## config.mk

```make
export PLATFORM = sky130hd
export DESIGN_NAME = ram_port_arbiter
export DESIGN_NICKNAME = d
export VERILOG_FILES = /design/src/rtl/ram_port_arbiter.sv
export SDC_FILE = /design/constraint.sdc
export NUM_CORES = 1
export LEC_CHECK = 0
export ABC_AREA = 1
export CORE_AREA = 2 2 56 58
export CTS_CLUSTER_DIAMETER = 150
export CTS_CLUSTER_SIZE = 16
export DETAILED_ROUTE_END_ITERATION = 8
export DIE_AREA = 0 0 58 60
export DONT_BUFFER_PORTS = 1
export PLACE_DENSITY = 0.61
export SYNTH_ARGS = -nofsm -noshare
export SYNTH_HDL_FRONTEND = slang
export SYNTH_SLANG_ARGS = --single-unit
```

## constraint.sdc

```tcl
create_clock -name clk -period 1.39 [get_ports clk]
set_clock_uncertainty 0.1 [all_clocks]
set_input_delay 0.0695 -clock clk [delete_from_list [all_inputs] [get_ports clk]]
set_output_delay 0.0695 -clock clk [all_outputs]
set_load 0.005 [all_outputs]
```

## src/rtl/ram_port_arbiter.sv

```systemverilog
// Two-requester arbiter for the shared single-port program/data BRAM.
// Port A has priority; a starvation counter guarantees port B a slot.
module ram_port_arbiter #(
   parameter int unsigned ADDR_W       = 12,
   parameter int unsigned DATA_W       = 16,
   parameter int unsigned STARVE_LIMIT = 4
) (
   input  logic              clk,
   input  logic              rst_n,
   input  logic              a_req,
   input  logic              a_we,
   input  logic [ADDR_W-1:0] a_addr,
   input  logic [DATA_W-1:0] a_wdata,
   output logic              a_gnt,
   output logic              a_rvalid,
   output logic [DATA_W-1:0] a_rdata,
   input  logic              b_req,
   input  logic              b_we,
   input  logic [ADDR_W-1:0] b_addr,
   input  logic [DATA_W-1:0] b_wdata,
   output logic              b_gnt,
   output logic              b_rvalid,
   output logic [DATA_W-1:0] b_rdata,
   output logic              ram_wren,
   output logic [ADDR_W-1:0] ram_address,
   output logic [DATA_W-1:0] ram_data,
   input  logic [DATA_W-1:0] ram_q
);

   localparam int unsigned CNT_W = 4;
   localparam logic [CNT_W-1:0] LIMIT = CNT_W'(STARVE_LIMIT);

   logic [CNT_W-1:0] starve_cnt_q, starve_cnt_d;
   logic             a_rvalid_q, a_rvalid_d;
   logic             b_rvalid_q, b_rvalid_d;
   logic             owner_q, owner_d;   // 1: port B owns the next ram_q

   // Grant is gated by reset so nothing reaches the RAM while rst_n is low.
   always_comb begin
      a_gnt = 1'b0;
      b_gnt = 1'b0;
      if (rst_n) begin
         if (a_req && b_req) begin
            if (starve_cnt_q == LIMIT) b_gnt = 1'b1;
            else                       a_gnt = 1'b1;
         end else begin
            a_gnt = a_req;
            b_gnt = b_req;
         end
      end
   end

   always_comb begin
      ram_address = b_gnt ? b_addr  : a_addr;
      ram_data    = b_gnt ? b_wdata : a_wdata;
      ram_wren    = (a_gnt & a_we) | (b_gnt & b_we);
   end

   always_comb begin
      starve_cnt_d = starve_cnt_q;
      a_rvalid_d   = a_gnt & ~a_we;
      b_rvalid_d   = b_gnt & ~b_we;
      owner_d      = owner_q;
      if (b_gnt || !b_req) begin
         starve_cnt_d = '0;
      end else if (a_gnt && (starve_cnt_q != LIMIT)) begin
         starve_cnt_d = starve_cnt_q + CNT_W'(1);
      end
      if (a_rvalid_d)      owner_d = 1'b0;
      else if (b_rvalid_d) owner_d = 1'b1;
   end

   always_ff @(posedge clk or negedge rst_n) begin
      if (!rst_n) begin
         starve_cnt_q <= '0;
         a_rvalid_q   <= 1'b0;
         b_rvalid_q   <= 1'b0;
         owner_q      <= 1'b0;
      end else begin
         starve_cnt_q <= starve_cnt_d;
         a_rvalid_q   <= a_rvalid_d;
         b_rvalid_q   <= b_rvalid_d;
         owner_q      <= owner_d;
      end
   end

   assign a_rvalid = a_rvalid_q;
   assign b_rvalid = b_rvalid_q;
   assign a_rdata  = owner_q ? '0 : ram_q;
   assign b_rdata  = owner_q ? ram_q : '0;

endmodule

```

**Word level (Yosys, flattened, before mapping)**

Index checks and enable logic that the tools add are counted.

- Word-level logic and storage cells: 34
- Output and inout port bits: 65
- Bits of input ports: 78
- Flip-flop bits (word level): 7

- Muxes and demuxes: 14
- $add $sub $neg: 1
- Reduce and logical (&&, ||, !) cells: 6
- Bitwise operators: 7
- Eq/ne operators: 2

Operators by type and width:

| kind | count |
|---|---|
| $mux W16 | 3 |
| $mux W12 | 1 |
| $mux W1 | 8 |
| $mux W4 | 2 |
| $add A4 B1 Y4 const B | 1 |
| $and A1 B1 Y1 | 4 |
| $eq A4 B3 Y1 const B | 1 |
| $ne A4 B3 Y1 const B | 1 |
| $reduce_bool A2 Y1 | 2 |
| $logic_and A1 B1 Y1 | 2 |
| $not A1 Y1 | 2 |
| $logic_not A1 Y1 | 1 |
| $logic_or A1 B1 Y1 | 1 |
| $or A1 B1 Y1 | 1 |

**Logic depth before layout (Yosys ltp)**

- Depth after elaboration: 7
- Gate-level depth with buffers: 10
- Gate-level depth less buffers: 8

**Worst setup path before layout**

Ideal clock, no wire load.

- Path kind: reg-to-output
- Start: register starve_cnt_q[0]
- End: output ram_address[10]
- Path buffers: 2
- Required time: 1.221 ns
- Stages on the path, launching flop included: 11
- Arrival: 1.231 ns
- Slack: -0.010 ns
- Cells stage by stage: dfrtp_1 inv_1 ha_1 nand3_1 nand2_2 nand2_2 inv_2 buf_6 buf_6 nand2_1 nand2_1

- Cells in the longest elaborated chain, start to end: 5

RTL lines:

| item | RTL line | text |
|---|---|---|
| start, declared | 33 | `logic [CNT_W-1:0] starve_cnt_q, starve_cnt_d;` |
| start signal, assigned | 80 | `starve_cnt_q <= starve_cnt_d;` |
| $eq A4 B3 Y1 | 44 | `if (starve_cnt_q == LIMIT) b_gnt = 1'b1;` |
| $mux W1 | 44 |  |
| $mux W1 | 43 | `if (a_req && b_req) begin` |
| $mux W1 | 42 | `if (rst_n) begin` |
| $mux W12 | 54 | `ram_address = b_gnt ? b_addr : a_addr;` |
| end, declared | 25 | `output logic [ADDR_W-1:0] ram_address,` |

No other way between the ends.

**Worst setup path after layout**

- Start: register starve_cnt_q[0]
- End: output ram_address[3]

The elaborated chain is that of the path after synthesis.

==> run summary <==
Hold EP -> starve_cnt_q[2]$_DFFE_PN0P_
Port Buf Inserts -> 0
Sink Count -> 7
ANT nets after route -> 0
Largest net degree at the start of global routing -> 34
Gp weighted congestion -> 0.7924
Failing checks -> negative setup slack
Static leakage -> 1.060 nW
Syn avg cell area -> 4.847 um2
Pwr per Cell Area -> 503.7 nW/um2
Clk_lat worst skew -> 240 ps
Initial antenna violation count -> 0
Hold Path Class -> in2reg
Vias per cell -> 4.724
DR DRC count -> 0
Max clock buf depth -> 2
Setup tns final -> -7258 ps
Synth cell types -> 15
Nets -> 305
Crit end category -> output port
Post-synth EDFFs -> 0
Die Ht -> 60 um
Total Wirelength -> 3432 um
CTS Buf Count -> 3
CP required -> 1220 ps
Clock Power Share -> 22.4%
Post-synth top area share -> 42.11%
Combinational Power Share -> 50.1%
Count leader, synth -> nand2_1
Synth Flop Type -> dfrtp_1
WHS -> 23.86 ps
Die X -> 58 um
Root buf cell -> clkbuf_4
Final setup viols -> 30
Final Hold Viols -> 0
Gr usage total -> 15.91%
Clock H-tree levels -> 1
WP data arrival -> 1500 ps
Cells after Synth -> 206
FF-to-FF End -> owner_q$_DFFE_PN0P_
DR WL/cell -> 13.35 um
Origin of the critical flop-to-flop path -> starve_cnt_q[0]$_DFFE_PN0P_
Syn_nets -> 286
Mapped cell area -> 998.5 um2
Largest cells by area after synthesis -> nand2_1 (42%), dfrtp_1 (18%), inv_1 (16%), nor2_1 (7.1%), buf_6 (4.5%)
HPWL Detailed -> 2342 um
Maximum VDD drop -> 0.0004984 V
Worst R2R Setup Slack -> 60 ps
CTS tree -> yes
Slew at the pin closest to its max-slew limit -> 317.2 ps
Grt ovf -> 0
Depth of the worst register-to-register path -> 7
CP Launch Type -> register
Layout area overhead -> 58.27%
Final worst-path cycle share -> 119.9%
Die area -> 3480 um2
Via count -> 1,214
Core area -> 2903 um2
Synth Warn # -> 0
Min-delay src -> rst_n
Starting Density -> 34.40%
Vias in the first global route -> 931
Worst-path maximum fanout -> 7
Crit Path Category -> reg2out
P_sw -> 0.3169 mW
Sw frac -> 39.81%
Fin crit period -> 1666 ps
RSZ-0062 raised after global routing -> true
First-pass DRT Iterations -> 4
Ant diodes -> 0
# fillers -> 269
FP Rows -> 20
Asr flop ratio synth -> 100.0%
Slew Limit Fails -> 0
Fmax achieved -> 0.6003 GHz
Seq pwr share -> 27.4%
Synth area leader -> nand2_1
Design internal power -> 0.4791 mW
Sequential element share of the synthesized area -> 17.54%
Ports -> 143
Clk pin slew, worst setup/hold paths -> 50 ps
Share of cells above drive strength 1 -> 42.41%
Status -> finished, violations left
Flip-flop and latch count after synthesis -> 7
First-pass GRT wire length -> 4250 um
Total of max-cap violations -> 0
Initial DRC Count -> 45
Post-synth top cells -> nand2_1 (112), inv_1 (43), nor2_1 (19)
Final setup margin -> -275.9 ps
Cell count of the worst hold path -> 4
Setup Slack @ Placement -> -51.92 ps
Relative slew slack -> 78.78%
layout by cell type, fill, tap and decap left out:
master / n
nand2_4: 22
buf_6: 2
clkbuf_1: 1
dfrtp_1: 7
nand4_1: 1
nand3_1: 2
nand2_2: 45
inv_6: 1
ha_1: 1
buf_8: 2
dlymetal6s4s_1: 1
nand3_2: 1
ha_4: 1
nand2_1: 47
dlygate4sd3_1: 5
o21ai_2: 1
clkbuf_4: 3
xor2_1: 2
nor2_1: 18
inv_2: 2
nor2_4: 1
buf_12: 3
buf_4: 10
o21ai_0: 2
inv_1: 41
a21oi_1: 1
buf_16: 1
registers in the layout (all words and copies together), names as in the netlist:
name / flops
starve_cnt_q: 4
a_rvalid: 1
b_rvalid: 1
owner_q: 1
power groups by stage:
stage / clock network [mW] / registers (mW) / logic, mW
floorplan: 0 / 0.220 / 0.238
global placement: 0 / 0.221 / 0.282
detailed placement: 0 / 0.221 / 0.284
CTS: 0.188 / 0.218 / 0.369
global route: 0.206 / 0.218 / 0.447
finish: 0.179 / 0.218 / 0.399
area by class of cell:
cell class / instances / area, um2 / share of cell area [%]
multi-input cells: 145 / 889.6 / 56.29
repair buffers: 24 / 277.8 / 17.58
flip-flops and latches: 7 / 175.2 / 11.08
inverters: 44 / 170.2 / 10.77
well taps: 33 / 41.29 / 2.613
clock buffers: 4 / 26.28 / 1.663
per-layer routing:
layer	vias to the layer above	GRT usage (%)	wire length (um)
met3	2	4.978	416
met5	-	0	0
met4	0	4.983	8
met2	78	29.22	1811
met1	520	17.41	1196
li1	614	-	-
worst max-delay path, stage by stage (launching register included):
cell and delay [ps]:
dfrtp_1 410, inv_2 90, ha_4 130, nand3_2 60, nand2_2 90, nand2_4 80
buf_6 140, buf_8 130, nand2_1 70, nand2_2 60
metrics by stage:
step           instance area, um2  util [%]  std cells  power [mW]
2_1_floorplan               998.5         -        206      0.4578
3_3_place_gp                 1072     36.94        241      0.5020
3_5_place_dp                 1072     36.94        241      0.5053
4_1_cts                      1433     49.35        257      0.7746
5_1_grt                      1580     54.44        257      0.8705
6_report                     1580     54.44        257      0.7960
how the worst max path moves through the flow:
stage	from	to	slack, ps	cells past startpoint
after floorplan	starve_cnt_q[0]$_DFFE_PN0P_	ram_address[10]	3	10
after global placement	starve_cnt_q[1]$_DFFE_PN0P_	ram_wren	2	7
after detailed placement	starve_cnt_q[0]$_DFFE_PN0P_	ram_data[10]	-50	9
after CTS	starve_cnt_q[0]$_DFFE_PN0P_	ram_data[10]	-300	10
after global routing	starve_cnt_q[1]$_DFFE_PN0P_	ram_address[3]	-340	9
final	starve_cnt_q[0]$_DFFE_PN0P_	ram_address[3]	-280	9
logic make-up (layout without fill, tap and decap cells):
group / count (synthesis) / in the layout / share of synthesized area (%)
AND/OR/NAND/NOR: 137 / 137 / 52.63
buffers and inverters: 54 / 72 / 23.56
flip-flops: 7 / 7 / 17.54
AO/OA/AOI/OAI: 4 / 4 / 2.004
adder cells (fa/ha/maj): 2 / 2 / 2.506
XOR/XNOR: 2 / 2 / 1.755
what timing repair did:
| action | in CTS | in global routing |
|---|---|---|
| gates cloned | 2 | 0 |
| setup endpoints to repair | 30 | 36 |
| pin swaps | 20 | 18 |
| gates resized for setup | 59 | 53 |
| hold buffers | 5 | 1 |
| buffers inserted | 6 | 1 |
| endpoints found under the hold margin | 14 | 7 |
(Power assumes the default switching activity.)
